[src/rtl/pixel_clip_stream.sv]
// Two-stage round/clamp pipeline for CHANNELS signed fixed-point samples, valid/ready handshake.
// Define CLIP_STATS_EN to build the saturating clip counters; otherwise they read 0.
module pixel_clip_stream #(
  parameter int unsigned IN_W      = 20,
  parameter int unsigned FRAC_BITS = 7,
  parameter int unsigned OUT_W     = 8,
  parameter int unsigned CHANNELS  = 3
) (
  input  logic                      clk,
  input  logic                      rst,
  input  logic [1:0]                round_mode,
  input  logic                      in_valid,
  output logic                      in_ready,
  input  logic [CHANNELS*IN_W-1:0]  in_data,
  input  logic                      in_last,
  output logic                      out_valid,
  input  logic                      out_ready,
  output logic [CHANNELS*OUT_W-1:0] out_data,
  output logic                      out_last,
  input  logic                      stats_clr,
  output logic [31:0]               clip_lo_cnt,
  output logic [31:0]               clip_hi_cnt
);

  localparam int unsigned RW = IN_W + 1 - FRAC_BITS;
  localparam logic [IN_W:0]   Half   = (IN_W + 1)'(1) << (FRAC_BITS - 1);
  localparam logic [RW-1:0]   MaxPix = {{(RW - OUT_W){1'b0}}, {OUT_W{1'b1}}};

  logic                      w_s1_load;
  logic                      w_s2_load;
  logic [IN_W-1:0]           w_x    [CHANNELS];
  logic signed [IN_W:0]      w_bias [CHANNELS];
  logic signed [IN_W:0]      w_sum  [CHANNELS];
  logic [RW-1:0]             w_rnd  [CHANNELS];
  logic [CHANNELS*OUT_W-1:0] w_pix;
  logic [CHANNELS-1:0]       w_lo;
  logic [CHANNELS-1:0]       w_hi;

  logic                      r_s1_valid;
  logic                      r_s1_last;
  logic [RW-1:0]             r_s1_rnd [CHANNELS];
  logic                      r_out_valid;
  logic                      r_out_last;
  logic [CHANNELS*OUT_W-1:0] r_out_data;

  assign w_s2_load = !r_out_valid || out_ready;
  assign w_s1_load = !r_s1_valid || w_s2_load;
  assign in_ready  = w_s1_load;
  assign out_valid = r_out_valid;
  assign out_data  = r_out_data;
  assign out_last  = r_out_last;

  // Stage 1: one guard bit above the sample so adding the bias can never wrap.
  always_comb begin
    for (int c = 0; c < CHANNELS; c++) begin
      w_x[c] = in_data[c*IN_W +: IN_W];
      case (round_mode)
        2'd0:    w_bias[c] = '0;
        2'd2:    w_bias[c] = (w_x[c][FRAC_BITS-1:0] == Half[FRAC_BITS-1:0] && !w_x[c][FRAC_BITS])
                             ? '0 : Half;
        default: w_bias[c] = Half;
      endcase
      w_sum[c] = $signed({w_x[c][IN_W-1], w_x[c]}) + w_bias[c];
      w_rnd[c] = RW'(w_sum[c] >>> FRAC_BITS);
    end
  end

  // Stage 2: clamp decision uses the sign of the rounded value, not of the raw sample.
  always_comb begin
    w_pix = '0;
    w_lo  = '0;
    w_hi  = '0;
    for (int c = 0; c < CHANNELS; c++) begin
      w_lo[c] = r_s1_rnd[c][RW-1];
      w_hi[c] = !w_lo[c] && (r_s1_rnd[c] > MaxPix);
      if (w_lo[c]) begin
        w_pix[c*OUT_W +: OUT_W] = '0;
      end else if (w_hi[c]) begin
        w_pix[c*OUT_W +: OUT_W] = MaxPix[OUT_W-1:0];
      end else begin
        w_pix[c*OUT_W +: OUT_W] = r_s1_rnd[c][OUT_W-1:0];
      end
    end
  end

  always_ff @(posedge clk or posedge rst) begin
    if (rst) begin
      r_s1_valid <= 1'b0;
      r_s1_last  <= 1'b0;
      for (int c = 0; c < CHANNELS; c++) r_s1_rnd[c] <= '0;
    end else if (w_s1_load) begin
      r_s1_valid <= in_valid;
      if (in_valid) begin
        r_s1_last <= in_last;
        for (int c = 0; c < CHANNELS; c++) r_s1_rnd[c] <= w_rnd[c];
      end
    end
  end

  always_ff @(posedge clk or posedge rst) begin
    if (rst) begin
      r_out_valid <= 1'b0;
      r_out_last  <= 1'b0;
      r_out_data  <= '0;
    end else if (w_s2_load) begin
      r_out_valid <= r_s1_valid;
      if (r_s1_valid) begin
        r_out_last <= r_s1_last;
        r_out_data <= w_pix;
      end
    end
  end

`ifdef CLIP_STATS_EN
  logic [CHANNELS-1:0] r_out_lo;
  logic [CHANNELS-1:0] r_out_hi;
  logic [31:0]         r_lo_cnt;
  logic [31:0]         r_hi_cnt;

  function automatic logic [31:0] sat_add(input logic [31:0] cnt,
                                          input logic [CHANNELS-1:0] flags);
    logic [32:0] sum;
    sum = {1'b0, cnt};
    for (int c = 0; c < CHANNELS; c++) sum = sum + 33'(flags[c]);
    return sum[32] ? '1 : sum[31:0];
  endfunction

  // Clip flags travel with the output beat and are counted only when it is handed off.
  always_ff @(posedge clk or posedge rst) begin
    if (rst) begin
      r_out_lo <= '0;
      r_out_hi <= '0;
      r_lo_cnt <= '0;
      r_hi_cnt <= '0;
    end else begin
      if (w_s2_load && r_s1_valid) begin
        r_out_lo <= w_lo;
        r_out_hi <= w_hi;
      end
      if (stats_clr) begin
        r_lo_cnt <= '0;
        r_hi_cnt <= '0;
      end else if (r_out_valid && out_ready) begin
        r_lo_cnt <= sat_add(r_lo_cnt, r_out_lo);
        r_hi_cnt <= sat_add(r_hi_cnt, r_out_hi);
      end
    end
  end

  assign clip_lo_cnt = r_lo_cnt;
  assign clip_hi_cnt = r_hi_cnt;
`else
  logic w_unused_stats_clr;
  assign w_unused_stats_clr = stats_clr;
  assign clip_lo_cnt        = '0;
  assign clip_hi_cnt        = '0;
`endif

endmodule

[config.mk]
export PLATFORM = sky130hd
export DESIGN_NAME = pixel_clip_stream
export DESIGN_NICKNAME = d
export VERILOG_FILES = /design/src/rtl/pixel_clip_stream.sv
export SDC_FILE = /design/constraint.sdc
export NUM_CORES = 1
export LEC_CHECK = 0
export BUFFER_PORTS_ARGS = -buffer_cell sky130_fd_sc_hd__buf_2
export CORE_MARGIN = 2
export CORE_UTILIZATION = 35
export DETAILED_ROUTE_END_ITERATION = 7
export PLACE_DENSITY_LB_ADDON = 0.08
export SKIP_LAST_GASP = 1
export SLEW_MARGIN = 15
export SYNTH_ARGS = -nofsm -noshare
export SYNTH_HDL_FRONTEND = slang
export SYNTH_SLANG_ARGS = --single-unit
export TNS_END_PERCENT = 10
[constraint.sdc]
create_clock -name clk -period 2.7 [get_ports clk]
set_input_delay 0.27 -clock clk [delete_from_list [all_inputs] [get_ports clk]]
set_output_delay 0.27 -clock clk [all_outputs]
set_load 0.05 [all_outputs]
# == Word level (Yosys, flattened, before mapping) ==
# Cells that the tools add are included.
# totals
reg_bits,70
latchBits,0
ram_bits,0
rom_bits,0
output_inout_bits,91
memories,0
# op_classes
addsub,3
mul,0
n_div,0
n_lt_le_gt_ge,3
eq_ne,4
shift,0
mux,12
bitwise,0
n_reduce_logical,19
# ops
operator,count
$add 20x8->21,3
$mux 8,6
$gt 14x8->1 const B,3
$pmux 7 s2,3
$eq 7x7->1 const B,3
$mux 7,3
$logic_not 1->1,8
$logic_and 1x1->1,6
$reduce_and 2->1,2
$eq 2x2->1 const B,1
$logic_not 2->1,1
$logic_or 1x1->1,2

# == Depth between registers and ports, before layout ==
# Gate-level depths: netlist of run 1.
# depth
ltp_word,5
ltp_mapped,7
depth_no_buf,7

# == Worst setup path after synthesis of run 1 ==
# OpenSTA, ideal clock, no wires.
# synth_timing
path_type,flip-flop to flip-flop
start,reg r_out_valid (netlist: out_valid)
end,reg r_s1_rnd[0] (netlist bit)
setup_time_ps,125
t_arrival_ps,2168
path_slack_ps,407
path_stages_with_launch,5
n_path_buf,1
path_cell_list,dfrtp_1 > nand3b_1 > nand2_1 > buf_2 > mux2_2
# synth_between
elab_chain_len,4
# synth_lines
element,line_no,rtl
from (decl),42,logic r_out_valid;
from (signal assigned),106,r_out_valid <= r_s1_valid;
$logic_not 1->1,46,assign w_s2_load = !r_out_valid || out_ready;
$logic_or 1x1->1,46,
$logic_or 1x1->1,47,assign w_s1_load = !r_s1_valid || w_s2_load;
named net in_ready,13,"output logic in_ready,"
$reduce_and 2->1 (no source line),--,
to (decl),41,logic [RW-1:0] r_s1_rnd [CHANNELS];
# The timed path passes the listed nets, and every way through them passes these cells.
# A chain may end at the register's enable or synchronous reset.

# == Worst setup path after layout of run 1 ==
# layout_timing
start,in round_mode[1]
end,reg r_s1_rnd[27] (netlist bit)
# layout_between
elab_chain_len,3
word_cells_on_any_way,4
# layout_lines
element,line_no,rtl
from (decl),11,"input logic [1:0] round_mode,"
$eq 2x2->1 / $logic_not 2->1 (equally long branches),57,case (round_mode)
$pmux 7 s2 *,57,
$add 20x8->21 *,63,"w_sum[c] = $signed({w_x[c][IN_W-1], w_x[c]}) + w_bias[c];"
# Every way passes the cells marked *; elsewhere a longest branch is shown, timed or not.

==> metrics.txt, run 1 <==
area of the multi-input gates 1910 µm²; wire per inst 12.6 µm; Area after DPL 4400 µm²; Yosys warnings 0; Final Hold Fails 0; chip height 111 µm; Arr. time, crit path 1.94 ns; # diodes 0; GRT Util Overall 0.143; number of fill cells 1181; Root Buffer clkbuf_16; clock buffer depth 2; commonest cells after routing, fill and taps aside buf_2 (93), nand2_1 (78), dfrtp_1 (70), conb_1 (64), nor2_1 (36); met3 Track Usage GR 0.0252; global-route met2 utilization 0.237; Seq. cell area 1750 µm²; remaining antenna violation count 0; delay-heaviest family, CP simple AND/OR/NAND/NOR gates; Num Clock Sinks 70; final setup violation count 0; clock skew 0.00564 ns; M1 GR Usage 0.183; io pins 159; nets 608; CP Cell Sequence buf_2 > nor2b_1 > a31oi_1 > ha_1 > nand4_1 > nor4_2 > a21bo_2 > o21ai_0; # DRC 0; vias 3106; growth of design area from synthesis to finish 19.0%; EDFF count, synth 0; most common cell after layout, fill and taps aside buf_2; switch share 0.353; status completed; cell row count 39; WP data required 2.95 ns; fin. max-slew vios 0; share of cells above drive strength 1 0.236; WS Path Type in2reg; unrepaired setup endpoints after global routing no; Initial Utilization 0.354; Reg power frac 0.357; slowest CP cell nor2b_1; largest net degree at the start of global routing 43; logic gate share of total power 0.276; sequential element share of the synthesized area 0.439; worst vdd ir 0.382 mV; commonest register cell after synthesis dfrtp_1; Clock transition at path regs 0.05 ns; Power Internal 2420 µW; Period Utilization, post-route 0.628; CTS Buf Count 9; GP Congestion 0.788; total core area 11300 µm²; CTS Hold Bufs 0; WP buf/inv 1; postcts setup bufs 0; Setup crit end kind flip-flop; Syn Area/Cell 8.95 µm²; Synth cell types 32; Leak 0.00220 µW; I/O Buffers 93; Die W 111 µm; DIE AREA 12300 µm²; TritonCTS clock tree yes; final wirelength 8660 µm; Slew @ Worst Pin 0.731 ns; Hold WC Path Type in2async; cell area after layout 4750 µm²; Startpoint Class input port; #FFs+latches synth 70; post-layout min period 1.70 ns; Fin Setup TNS 0 ns; Power Density 789 nW/µm²; first-pass GRT wire length 14200 µm; Highest Clock Rate 0.590 GHz; 1st-iter DRT viols 189; max-cap violations 0; vias in the first global route 2909; Net Switching 1320 µW; vias per std cell 4.53; Cell Area, Synth 3990 µm²; Post-Synthesis Cells 446; DP Wirelength 6580 µm; DRT Pass-1 Iters 4; initial antenna violation count 0; Critical Path Max Stage Delay 0.45 ns; Worst-Skew Late Latency 0.33 ns; gr busiest metal met2; CP max FO 8; post_cts resized 0; Synth async-reset ratio 1.00; htree depth 3; Worst slew margin 0.511; GRT overflow 0; Clock power frac 0.368
==> per-stage QoR <==
step | hold WS, ns | std cells | power, µW | util | setup WS, ns
after floorplan | 0.378 | 509 | 2200 | - | 0.407
after global placement | 0.394 | 669 | 2390 | 0.390 | 0.599
after detailed placement | 0.405 | 669 | 2400 | 0.390 | 0.589
after CTS | 0.0532 | 685 | 3790 | 0.422 | 0.938
after global routing | 0.0960 | 685 | 3930 | 0.422 | 0.803
final | 0.0268 | 685 | 3750 | 0.422 | 1.00
==> path summary, 6_finish.rpt <==
check                                   startpoint                       end  slack (ns)  depth (start not counted)
min in group clk                          in_valid    r_s1_valid$_DFFE_PP0N_        0.17                          2
hold / removal                                 rst      out_last$_DFFE_PP0P_        0.03                          2
setup / recovery                     round_mode[1]  r_s1_rnd[27]$_DFFE_PP0P_        1.00                          8
max in group asynchronous                      rst  r_s1_rnd[34]$_DFFE_PP0P_        2.00                          3
setup reg to reg             out_valid$_DFFE_PP0P_   r_s1_rnd[9]$_DFFE_PP0P_        1.04                          4
hold reg to reg            out_data[8]$_DFFE_PP0P_   out_data[8]$_DFFE_PP0P_        0.47                          2
==> Yosys cell counts, types with 2 or more instances <==
master	count	area, µm²
nand2_1	79	297
dfrtp_1	70	1750
buf_4	64	480
nor2_1	36	135
o21ai_0	34	170
xnor2_1	29	254
o31ai_1	25	188
nor3_1	16	80.1
clkbuf_1	14	52.6
nand3_1	10	50.1
nand4_1	9	56.3
o21ai_1	9	45.0
inv_1	7	26.3
xor2_1	7	61.3
nor4_1	5	31.3
nor4_2	5	62.6
mux2_2	4	45.0
ha_1	3	37.5
nand2b_1	3	18.8
o211ai_2	3	37.5
a31oi_1	2	12.5
buf_2	2	10.0
==> final cells by class <==
| class | count | area share |
|---|---|---|
| repair buffers | 97 | 0.112 |
| clock inverters | 3 | 0.0190 |
| flip-flops and latches | 70 | 0.369 |
| multi-input cells | 352 | 0.402 |
| inverters | 7 | 0.00553 |
| well taps | 143 | 0.0377 |
| clock buffers | 13 | 0.0548 |
==> power groups by stage <==
stage	Combinational (µW)	Clock, µW	Sequential [µW]
floorplan	561	0	1640
global placement	1030	0	1350
detailed placement	1040	0	1360
CTS	1040	1410	1340
global route	1110	1460	1360
finish	1030	1380	1340
==> metal layers <==
metal | wire length (µm) | vias to the layer above
li1 | - | 1570
met1 | 4040 | 1426
met2 | 4030 | 100
met3 | 456 | 10
met4 | 133 | 0
met5 | 0 | -
==> cell families (layout without fill, tap and decap cells) <==
group,after synthesis,count (layout),share of synthesized area
buffers and inverters,87,120,0.143
xor gates and xnor gates,36,36,0.0789
AOI/OAI and AO/OA,77,77,0.121
adders and majority gates,3,3,0.00940
other,1,64,0.000939
DFF,70,70,0.439
and+or+nand+nor,168,168,0.197
muxes,4,4,0.0113
==> sequential cells by signal, summed over array words and instances, names as in the netlist <==
register / flops
out_data: 24
out_last: 1
out_valid: 1
r_s1_last: 1
r_s1_rnd: 42
r_s1_valid: 1
No activity file was read; power rests on OpenSTA's default activity.
==> inputs of run 2 (changes only) <==
Clock period 2.7 ns to 1.6 ns, I/O delays scaled along.
==> metrics.txt, run 2 (same netlist as run 1, synthesis figures left out) <==
growth of design area from synthesis to finish 22.8%; logic gate share of total power 0.283; Final Hold Fails 0; Power Density 1290 nW/µm²; final wirelength 8760 µm; Slew @ Worst Pin 0.499 ns; post-layout min period 1.49 ns; Fin Setup TNS 0 ns; Worst setup endpoint in_ready; Arr. time, crit path 1.33 ns; Reg power frac 0.358; Reg2Reg Setup Slack 0.18 ns; nets 627; Initial Utilization 0.354; GRT overflow 0; Worst slew margin 0.666; TritonCTS clock tree yes; CP startpoint out_valid$_DFFE_PP0P_; Power Internal 4040 µW; Highest Clock Rate 0.673 GHz; Period Utilization, post-route 0.929; cell area after layout 4900 µm²; status completed; Setup crit end kind primary output; initial antenna violation count 0; final setup violation count 0; total core area 11300 µm²; switch share 0.361; Net Switching 2280 µW; DRT Pass-1 Iters 4; fin. max-slew vios 0; Clock transition at path regs 0.06 ns; CTS Buf Count 9; Num Clock Sinks 70; io pins 159; Leak 0.00229 µW; CP max FO 5; DIE AREA 12300 µm²; WP data required 1.44 ns; chip height 111 µm; Clock power frac 0.359; # DRC 0; GRT Util Overall 0.144; vias in the first global route 2930; I/O Buffers 93; placed insts 681; wire per inst 12.4 µm; clock buffer depth 2; Die W 111 µm; Reg with most FFs r_s1_rnd; final core occ 0.435; vias per std cell 4.48; reg-to-reg startpoint out_valid$_DFFE_PP0P_; vias 3155; # diodes 0; 1st-iter DRT viols 96; DP Wirelength 6490 µm; first-pass GRT wire length 14300 µm; Worst-Skew Late Latency 0.33 ns; unrepaired setup endpoints after global routing yes; Area after DPL 4500 µm²; share of cells above drive strength 1 0.264; Worst R2R End r_s1_last$_DFFE_PP0P_; cell row count 39; Hold WC Path Type in2reg; Worst R2R Path Depth 4; remaining antenna violation count 0; GP Congestion 0.778; commonest cells after routing, fill and taps aside buf_2 (93), nand2_1 (78), dfrtp_1 (69), conb_1 (64), nor2_1 (36); most common cell after layout, fill and taps aside buf_2; Startpoint Class flip-flop; htree depth 3; largest net degree at the start of global routing 71; max-cap violations 0; worst vdd ir 0.549 mV; WS Path Type reg2out; Design Power 6320 µW; Post-Layout Cell Count 704; Root Buffer clkbuf_16; number of flip-flops in the largest register 42; clock skew 0.0111 ns
run 2: changes by cell type in the layout (fill, tap and decap cells not counted), moves of 2 or more:
cell        delta
buf_4         +17
o21ai_0        -7
o21ai_1        +7
clkbuf_8       -2
clkinvlp_4     +2
run 2: power by group through the flow:
stage,clock network [µW],logic [µW],registers [µW]
floorplan,0,968,2770
detailed placement,0,1780,2300
global placement,0,1770,2290
CTS,2330,1790,2270
finish,2270,1790,2260
global route,2410,1930,2310
run 2: worst min path at each step:
stage / slack, ns / endpoint / startpoint / cells past startpoint
after floorplan: 0.27 / r_s1_valid$_DFFE_PP0N_ / in_valid / 1
after CTS: 0.06 / r_s1_last$_DFFE_PP0P_ / in_last / 2
after detailed placement: 0.30 / r_s1_valid$_DFFE_PP0N_ / rst / 3
after global placement: 0.29 / out_valid$_DFFE_PP0P_ / rst / 3
final: 0.07 / r_s1_last$_DFFE_PP0P_ / in_last / 2
after global routing: 0.07 / r_s1_last$_DFFE_PP0P_ / in_last / 2
run 2: through the flow:
stage               worst slack [ns]  hold WS, ns
floorplan                     -0.346        0.268
global placement             -0.0907        0.293
detailed placement            -0.203        0.300
CTS                            0.147       0.0639
global route                -0.00536       0.0749
finish                         0.114       0.0716
run 2: per-layer routing:
layer,up-vias,global-route usage,part of all wire
met1,1433,0.185,0.46
met4,0,0.0600,0.018
met5,-,0,0
met3,11,0.0279,0.050
li1,1617,-,-
met2,94,0.238,0.47
run 2: critical path, stage by stage, from the launching register on:
cell and delay (ns):
dfrtp_2 0.41, nand3b_1 0.25, buf_2 0.33
run 2: layout make-up:
class | count | area (µm²)
well taps | 143 | 179
inverters | 7 | 30.0
multi-input cells | 353 | 1930
repair buffers | 115 | 671
clock buffers | 10 | 229
clock inverters | 6 | 111
fillers | 1183 | 6370
flip-flops and latches | 70 | 1750
run 2: repair_timing:
item | 4_1_cts | 5_1_grt
resized for setup | 0 | 1
hold endpoints to repair | 70 | 0
hold buffers | 1 | 0
setup buffers | 0 | 5
endpoints found under the setup margin | 0 | 4
